--- src/rtl/counting_tx_if.sv ---
// Request/symbol bundle for counting_tx.
// The master side is the control source; the slave side is the transmitter.
interface counting_tx_if #(
    parameter int PAYLOAD_SYMS = 8,
    parameter int LEN_W        = 4
);
    logic                      start;
    logic [2*PAYLOAD_SYMS-1:0] data;
    logic [LEN_W-1:0]          len;
    logic                      ready;
    logic [1:0]                num;
    logic                      num_valid;
    logic                      done;

    modport master (output start, data, len, input ready, num, num_valid, done);
    modport slave  (input start, data, len, output ready, num, num_valid, done);
endinterface

--- src/rtl/counting_tx.sv ---
// counting_tx: serialises one frame per request onto a 2-bit symbol bus.
// Frame = lock preamble 01,10,11, then up to PAYLOAD_SYMS payload symbols
// (LSB first), then GAP_CYCLES idle cycles. All outputs are registered, so
// the state register names what is on the bus during the current cycle.
module counting_tx #(
    parameter int PAYLOAD_SYMS = 8,
    parameter int LEN_W        = 4,
    parameter int GAP_CYCLES   = 2
) (
    input  logic          clk,
    input  logic          reset,
    counting_tx_if.slave  bus
);
    localparam int DW   = 2 * PAYLOAD_SYMS;
    // Phase counter covers preamble index 0..2 and gap count 1..GAP_CYCLES.
    localparam int PH_W = $clog2(GAP_CYCLES + 3);

    typedef enum logic [1:0] {IDLE, PRE, PAY, GAP} state_t;

    state_t            state_q, state_d;
    logic [PH_W-1:0]   ph_q, ph_d;
    logic [LEN_W-1:0]  rem_q, rem_d;
    logic [DW-1:0]     sh_q, sh_d;
    logic [1:0]        num_q, num_d;
    logic              num_valid_q, num_valid_d;
    logic              done_q, done_d;
    logic              ready_q, ready_d;
    logic              go_gap;

    // Next-state and next-output logic; outputs are precomputed for the next cycle.
    always_comb begin
        state_d     = state_q;
        ph_d        = ph_q;
        rem_d       = rem_q;
        sh_d        = sh_q;
        num_d       = 2'b00;
        num_valid_d = 1'b0;
        done_d      = 1'b0;
        ready_d     = 1'b0;
        go_gap      = 1'b0;

        case (state_q)
            IDLE: begin
                ready_d = 1'b1;
                if (bus.start) begin
                    state_d     = PRE;
                    ph_d        = '0;
                    sh_d        = bus.data;
                    // Oversized lengths clamp to the shift register depth.
                    rem_d       = (bus.len > LEN_W'(PAYLOAD_SYMS)) ? LEN_W'(PAYLOAD_SYMS) : bus.len;
                    num_d       = 2'b01;
                    num_valid_d = 1'b1;
                    ready_d     = 1'b0;
                end
            end
            PRE: begin
                if (ph_q == PH_W'(0)) begin
                    ph_d        = PH_W'(1);
                    num_d       = 2'b10;
                    num_valid_d = 1'b1;
                end else if (ph_q == PH_W'(1)) begin
                    ph_d        = PH_W'(2);
                    num_d       = 2'b11;
                    num_valid_d = 1'b1;
                end else if (rem_q != '0) begin
                    state_d     = PAY;
                    num_d       = sh_q[1:0];
                    num_valid_d = 1'b1;
                    sh_d        = sh_q >> 2;
                    rem_d       = rem_q - LEN_W'(1);
                end else begin
                    go_gap = 1'b1;
                end
            end
            PAY: begin
                // rem_q counts payload symbols still to be launched after the current one.
                if (rem_q != '0) begin
                    num_d       = sh_q[1:0];
                    num_valid_d = 1'b1;
                    sh_d        = sh_q >> 2;
                    rem_d       = rem_q - LEN_W'(1);
                end else begin
                    go_gap = 1'b1;
                end
            end
            GAP: begin
                if (ph_q >= PH_W'(GAP_CYCLES)) begin
                    state_d = IDLE;
                    ph_d    = '0;
                    ready_d = 1'b1;
                end else begin
                    ph_d = ph_q + PH_W'(1);
                end
            end
            default: begin
                state_d = IDLE;
                ready_d = 1'b1;
            end
        endcase

        // Entering the gap: ph counts gap cycles shown so far, done marks the first one.
        if (go_gap) begin
            state_d = GAP;
            ph_d    = PH_W'(1);
            done_d  = 1'b1;
        end
    end

    // State, datapath and output registers with synchronous reset.
    always_ff @(posedge clk) begin
        if (reset) begin
            state_q     <= IDLE;
            ph_q        <= '0;
            rem_q       <= '0;
            sh_q        <= '0;
            num_q       <= 2'b00;
            num_valid_q <= 1'b0;
            done_q      <= 1'b0;
            ready_q     <= 1'b1;
        end else begin
            state_q     <= state_d;
            ph_q        <= ph_d;
            rem_q       <= rem_d;
            sh_q        <= sh_d;
            num_q       <= num_d;
            num_valid_q <= num_valid_d;
            done_q      <= done_d;
            ready_q     <= ready_d;
        end
    end

    assign bus.num       = num_q;
    assign bus.num_valid = num_valid_q;
    assign bus.done      = done_q;
    assign bus.ready     = ready_q;
endmodule

--- src/flat_wrapper.sv ---
// flat-port wrapper written by rule: the top's interface ports become plain ports
module counting_tx_flat 
#(
    parameter int PAYLOAD_SYMS = 8,
    parameter int LEN_W        = 4,
    parameter int GAP_CYCLES   = 2
)
  (clk, reset, bus_start, bus_data, bus_len, bus_ready, bus_num, bus_num_valid, bus_done);
  counting_tx_if #(.PAYLOAD_SYMS(PAYLOAD_SYMS), .LEN_W(LEN_W)) bus_i ();
  input  logic clk;
  input  logic reset;
  input wire logic [$bits(bus_i.start)-1:0] bus_start;
  input wire logic [$bits(bus_i.data)-1:0] bus_data;
  input wire logic [$bits(bus_i.len)-1:0] bus_len;
  output wire logic [$bits(bus_i.ready)-1:0] bus_ready;
  output wire logic [$bits(bus_i.num)-1:0] bus_num;
  output wire logic [$bits(bus_i.num_valid)-1:0] bus_num_valid;
  output wire logic [$bits(bus_i.done)-1:0] bus_done;
  assign bus_i.start = bus_start;
  assign bus_i.data = bus_data;
  assign bus_i.len = bus_len;
  assign bus_ready = bus_i.ready;
  assign bus_num = bus_i.num;
  assign bus_num_valid = bus_i.num_valid;
  assign bus_done = bus_i.done;
  counting_tx #(.PAYLOAD_SYMS(PAYLOAD_SYMS), .LEN_W(LEN_W), .GAP_CYCLES(GAP_CYCLES)) u_core (.clk(clk), .reset(reset), .bus(bus_i));
endmodule
--- config.mk ---
export PLATFORM = sky130hd
export DESIGN_NAME = counting_tx_flat
export DESIGN_NICKNAME = d
export VERILOG_FILES = /design/src/rtl/counting_tx_if.sv /design/src/rtl/counting_tx.sv /design/src/flat_wrapper.sv
export SDC_FILE = /design/constraint.sdc
export NUM_CORES = 1
export LEC_CHECK = 0
export CAP_MARGIN = 10
export CORE_MARGIN = 4
export CORE_UTILIZATION = 53
export DETAILED_ROUTE_END_ITERATION = 10
export PLACE_DENSITY = 0.89
export SYNTH_ARGS = -nofsm -noshare
export SYNTH_HDL_FRONTEND = slang
export SYNTH_SLANG_ARGS = --single-unit
export TNS_END_PERCENT = 20
--- constraint.sdc ---
create_clock -name clk -period 2.8 [get_ports clk]
set_input_delay 0.28 -clock clk [delete_from_list [all_inputs] [get_ports clk]]
set_output_delay 0.28 -clock clk [all_outputs]
set_load 0.01 [all_outputs]
* Word level (Yosys, flattened, before mapping)
Index checks and enable logic that the tools add are counted.
W data, S select, Z words.
** Operators by class
- $lt $le $gt $ge :: 2
- Add/sub/neg operators :: 2
- Equal/unequal tests :: 14
- Multiplexer cells :: 42
- Reduce and logical (&&, ||, !) cells :: 11
** Operators by type and width (number)
- $mux W16 :: 4
- $pmux W16 S3 :: 1
- $mux W4 :: 5
- $mux W2 :: 9
- $mux W1 :: 12
- $mux W3 :: 4
- $pmux W2 S3 :: 2
- $pmux W4 S3 :: 1
- $ne A3 B1 Y1 const B :: 3
- $ne A3 B2 Y1 const B :: 3
- $pmux W3 S3 :: 1
- $reduce_bool A4 Y1 :: 2
- $ne A2 B2 Y1 const B :: 3
- $reduce_and A3 Y1 :: 2
- $reduce_and A6 Y1 :: 1
- $reduce_bool A3 Y1 :: 2
- $eq A2 B2 Y1 const B :: 2
- $gt A4 B4 Y1 const B :: 1
- $ne A4 B1 Y1 const B :: 1
- $pmux W1 S2 :: 2
- $reduce_and A4 Y1 :: 1
- $sub A4 B1 Y4 const B :: 1
- $add A3 B1 Y3 const B :: 1
- $eq A3 B1 Y1 const B :: 1
- 6 further kinds :: 6
** Storage, ports and cells
- Bits in registers :: 30
- Output and inout bits :: 5

* Logic depth before layout (Yosys ltp)
- Depth after elaboration :: 7
- Gate-level depth with buffers :: 8

* Worst setup path before layout
Ideal clock, no wire load.
- Path type :: register to register
- Start point :: reg u_core.state_q[0]
- End point :: reg u_core.rem_q[2]
- Cell stages (with the launch flop) :: 7
- Setup time :: 117 ps
- Path buffers :: 0
- Slack :: 761 ps
- Data arrival time :: 1922 ps
- Required time :: 2683 ps
- Cell sequence :: dfxtp_1 -> inv_1 -> ha_1 -> and4bb_2 -> a2111oi_4 -> o21ai_0 -> a32o_1
** Between the ends
- Word-level cells in the longest chain between the ends :: 3
- Elaborated cells on any way between the ends :: 9
- Classes of those cells :: 5 x eq/ne; 1 x mux; 3 x reduce/logical
** RTL lines
- start: declaration :: RTL line counting_tx.sv:20 : state_t state_q, state_d;
- start signal: assignment :: RTL line counting_tx.sv:121 : state_q <= state_d;
- $eq A2 B1 Y1, or another cell as far along :: RTL line counting_tx.sv:42 : case (state_q)
- $ne A2 B2 Y1 (no line) / $reduce_bool A3 Y1 (equally long branches)
- $reduce_and A4 Y1 (no line)
- end signal: assignment :: RTL line counting_tx.sv:123 : rem_q <= rem_d;
- end: declaration :: RTL line counting_tx.sv:22 : logic [LEN_W-1:0] rem_q, rem_d;
Parallel ways exist; a longest one is shown, timed or not.
A chain may end at the register's enable or synchronous reset.

* Worst setup path after layout
- Start point :: reg u_core.ph_q[0]
- End point :: reg u_core.sh_q[2]
** Between the ends
- Word-level cells in the longest chain between the ends :: 3
- Elaborated cells on any way between the ends :: 5
- Classes of those cells :: 3 x eq/ne; 2 x reduce/logical
** RTL lines
- start: declaration :: RTL line counting_tx.sv:21 : logic [PH_W-1:0] ph_q, ph_d;
- start signal: assignment :: RTL line counting_tx.sv:122 : ph_q <= ph_d;
- $eq A3 B1 Y1 / $logic_not A3 Y1 (equally long branches) :: RTL line counting_tx.sv:61, counting_tx.sv:57
- $ne A2 B2 Y1 (no line)
- $reduce_and A4 Y1 (no line) *
- end signal: assignment :: RTL line counting_tx.sv:115 : sh_q <= '0;
- end signal: assignment :: RTL line counting_tx.sv:124 : sh_q <= sh_d;
- end: declaration :: RTL line counting_tx.sv:23 : logic [DW-1:0] sh_q, sh_d;
Mark *: on every way between the ends. The rest lies on a longest branch, timed or not.

==> results.sh <==
export IMPL_asyncSetResetFlopFracSynth=0
export IMPL_reg2reg_to="u_core.sh_q[2]"
export IMPL_crit_path_start_kind="register"
export IMPL_cts_path_max_buffers=2
export IMPL_timing_setup_critical_path_class="register to register"
export IMPL_tritoncts_num_sinks=30
export IMPL_synth_simple_gate_area_share=0.146
export IMPL_yosys_register_bits=30
export IMPL_setup_worst_path_end_class="register"
export IMPL_routed_wire_length_per_instance_um=13.9
export IMPL_worst_r2r_startpoint="u_core.ph_q[0]"
export IMPL_htree_levels=2
export IMPL_mostFrequentLayoutCell="dfxtp_1"
export IMPL_core_rowCount=20
export IMPL_number_of_antenna_violations_at_the_first_check_in_global_routing=0
export IMPL_finish_net_count=244
export IMPL_totalNegativeSetupSlack_ns=0
export IMPL_grt_max_degree=29
export IMPL_p_leak_nw=0.791
export IMPL_clk_pin_slew_ns=0.10
export IMPL_worstHoldStart="u_core.sh_q[14]"
export IMPL_max_freq_mhz=422
export IMPL_cell_types_occupying_the_most_area_after_synthesis="dfxtp_1 (35%), mux2i_1 (8.2%), a211oi_2 (8.1%)"
export IMPL_synth_edff_count=0
export IMPL_io_pin_count=28
export IMPL_timing_critical_path_arrival_ns=2.63
export IMPL_antenna_left=0
export IMPL_cap_violations=0
export IMPL_count_of_hold_buffers_inserted_by_post_cts_repair=0
export IMPL_p_sw_mw=0.614
export IMPL_via_count_of_the_first_global_routing_pass=1363
export IMPL_synth_seq_area_share=0.351
export IMPL_path_max_fanout=28
export IMPL_detail_route_first_pass_iterations=4
export IMPL_setup_reg_to_reg_worst_slack_ns=0.43
export IMPL_reg2regPathDepth=7
export IMPL_cts_made_buffers=5
export IMPL_whs_ns=0.487
export IMPL_post_synth_num_cell_types=43
export IMPL_layout_area_overhead_vs_synth_pct=21.9
export IMPL_synthCells=183
export IMPL_dr_total_vias=1454
export IMPL_whs_endpoint="u_core.sh_q[14]"
export IMPL_grt_pass1_wl_mm=6.05
export IMPL_cts_root_buffer_cell="clkbuf_4"
export IMPL_worst_endpoint_required_ns=3.06
export IMPL_drt_wl_total_mm=3.56
export IMPL_initial_utilization=0.555
export IMPL_clock_tree_from_tritoncts="built"
export IMPL_synthesis_area_per_instance_um2=9.34
export IMPL_gp_congestion=0.907
export IMPL_timing_max_transition_violations_final=0
export IMPL_detail_route_drc_violations=0
export IMPL_die_w_um=64.8
export IMPL_max_slew_margin_vs_limit=0.558
export IMPL_die_area_mm2=0.00420
export IMPL_crit_path_cell_trace="inv_1, ha_1, o21ba_4, a2111oi_4, buf_12, nor2_1, a211oi_1"
export IMPL_final_clock_skew_ns=0.00593
export IMPL_peakVddDrop_mv=0.480
export IMPL_synth_largest_type_area_fraction=0.351
export IMPL_hpwlAfterDp_mm=2.61
export IMPL_cts_repair_resized=0
export IMPL_power_share_clock=0.172
export IMPL_clk_latency_ns=0.34
export IMPL_slowest_delay_ns=0.67
export IMPL_slowest_stage_cell_crit_path="a2111oi_4"
export IMPL_post_route_cells_drive_above_1_share=0.142
export IMPL_layout_common_cells="dfxtp_1 (30), clkdlybuf4s50_1 (27), nor2_1 (21)"
export IMPL_synth_adder_area_share=0.0732
export IMPL_switching_share=0.383
export IMPL_rsz0062_at_grt="no"
export IMPL_hold_class="register to register"
export IMPL_power_frac_seq=0.377
export IMPL_setup_ws_ns=0.430
export IMPL_synth_net_count=216
export IMPL_fin_area_mm2=0.00208
export IMPL_route_detailed_vias_per_inst=5.68
export IMPL_synth_top_area_cell="dfxtp_1"
export IMPL_globalRouteTotalUtil=0.183
export IMPL_ys_flop_type="dfxtp_1"
export IMPL_utilization_of_the_core_after_routing=0.677
export IMPL_core_mm2=0.00308
export IMPL_total_power_mw=1.60
export IMPL_run_status="completed"
export IMPL_p_int_mw=0.988
export IMPL_whs_path_depth=2
export IMPL_complex_gate_fraction_of_the_synthesized_area=0.281
export IMPL_post_layout_nonfiller_instances=256
export IMPL_synthesis_area_mm2=0.00171
export IMPL_synth_mux_area_frac=0.0820
export IMPL_die_height_um=64.8
export IMPL_cts_post_setup_buffers_inserted=0
export IMPL_antenna_cells=0
export IMPL_finalSetupViolCount=0
export IMPL_synth_xor_area_frac=0
export IMPL_yosys_warnings=0
export IMPL_placed_cell_area_mm2=0.00202
export IMPL_grt_overflow_total=0
export IMPL_finalHoldViolCount=0
export IMPL_main_combinational_cell_family_by_area_after_synthesis="compound AO/OA/AOI/OAI gates"
export IMPL_buffer_ports_inserted=27
export IMPL_timing_worst_slew_pin_value_ns=0.663
export IMPL_drt_first_iter_violations=86
export IMPL_power_frac_comb=0.450
export IMPL_period_needed_ns=2.37
export IMPL_numPlacedInstances=248
export IMPL_fin_crit_sh=0.846
export IMPL_power_density_mw_per_mm2=769
export IMPL_place_worst_setup_slack_ns=0.485
==> power by group through the flow <==
stage / Clock, mW / Combinational [mW] / Sequential (mW)
after detailed placement: 0 / 0.717 / 0.613
after floorplan: 0 / 0.580 / 0.597
after CTS: 0.284 / 0.723 / 0.603
after global routing: 0.302 / 0.803 / 0.620
final: 0.276 / 0.721 / 0.604
after global placement: 0 / 0.698 / 0.608
==> worst max-delay path by stage <==
stage                           start               to  slack, ns  depth (start not counted)
finish                 u_core.ph_q[0]   u_core.sh_q[2]       0.43                          7
global route           u_core.ph_q[0]   u_core.sh_q[8]       0.25                          7
CTS                    u_core.ph_q[0]   u_core.sh_q[2]       0.45                          7
detailed placement     u_core.ph_q[0]   u_core.sh_q[7]       0.48                          7
global placement       u_core.ph_q[0]   u_core.sh_q[8]       0.52                          7
floorplan           u_core.state_q[0]  u_core.rem_q[2]       0.76                          6
==> worst max-delay path: cells and delay by family (launching register included) <==
kind	cells	cell delay, ns
AO/OA/AOI/OAI	3	1.13
flip-flops	1	0.42
buffers and inverters	2	0.37
AND/OR/NAND/NOR	1	0.06
adder cells (fa/ha/maj)	1	0.28
==> sequential cells by signal, summed over array words and instances (netlist names) <==
register              flops
u_core.rem_q              4
u_core.state_q            2
u_core.bus.done           1
u_core.ph_q               3
u_core.bus.ready          1
u_core.bus.num            2
u_core.bus.num_valid      1
u_core.sh_q              16
==> final cells by class <==
| cell class | instances | area [um2] |
|---|---|---|
| Clock buffer | 7 | 55.1 |
| Clock inverter | 1 | 5.00 |
| Fill cell | 267 | 995 |
| Inverter | 10 | 37.5 |
| Multi-Input combinational cell | 130 | 995 |
| Sequential cell | 30 | 601 |
| Tap cell | 44 | 55.1 |
| Timing Repair Buffer | 34 | 335 |
==> cell families after synthesis <==
logic type      after synthesis
compound gates               57
fa+ha+maj                    10
buf+inv                      23
flops                        30
mux                          14
simple gates                 49
==> routing by layer <==
metal  wire length [um]  vias to the layer above  share of wire  track usage
li1                   -                      726              -            -
met1               1620                      676           0.46        0.229
met2               1650                       45           0.46        0.277
met3                208                        7          0.058       0.0641
met4                 80                        0          0.022       0.0923
met5                  0                        -              0            0
==> Yosys cell counts (all sizes together) (3+ instances only) <==
library cell / number
a211oi: 18
a21oi: 8
a31oi: 4
buf: 6
clkbuf: 7
dfxtp: 30
ha: 10
inv: 10
mux2i: 14
nand2: 3
nand3: 5
nor2: 21
nor3: 6
o21ai: 8
or3: 3
No activity file was read; power rests on OpenSTA's default activity.
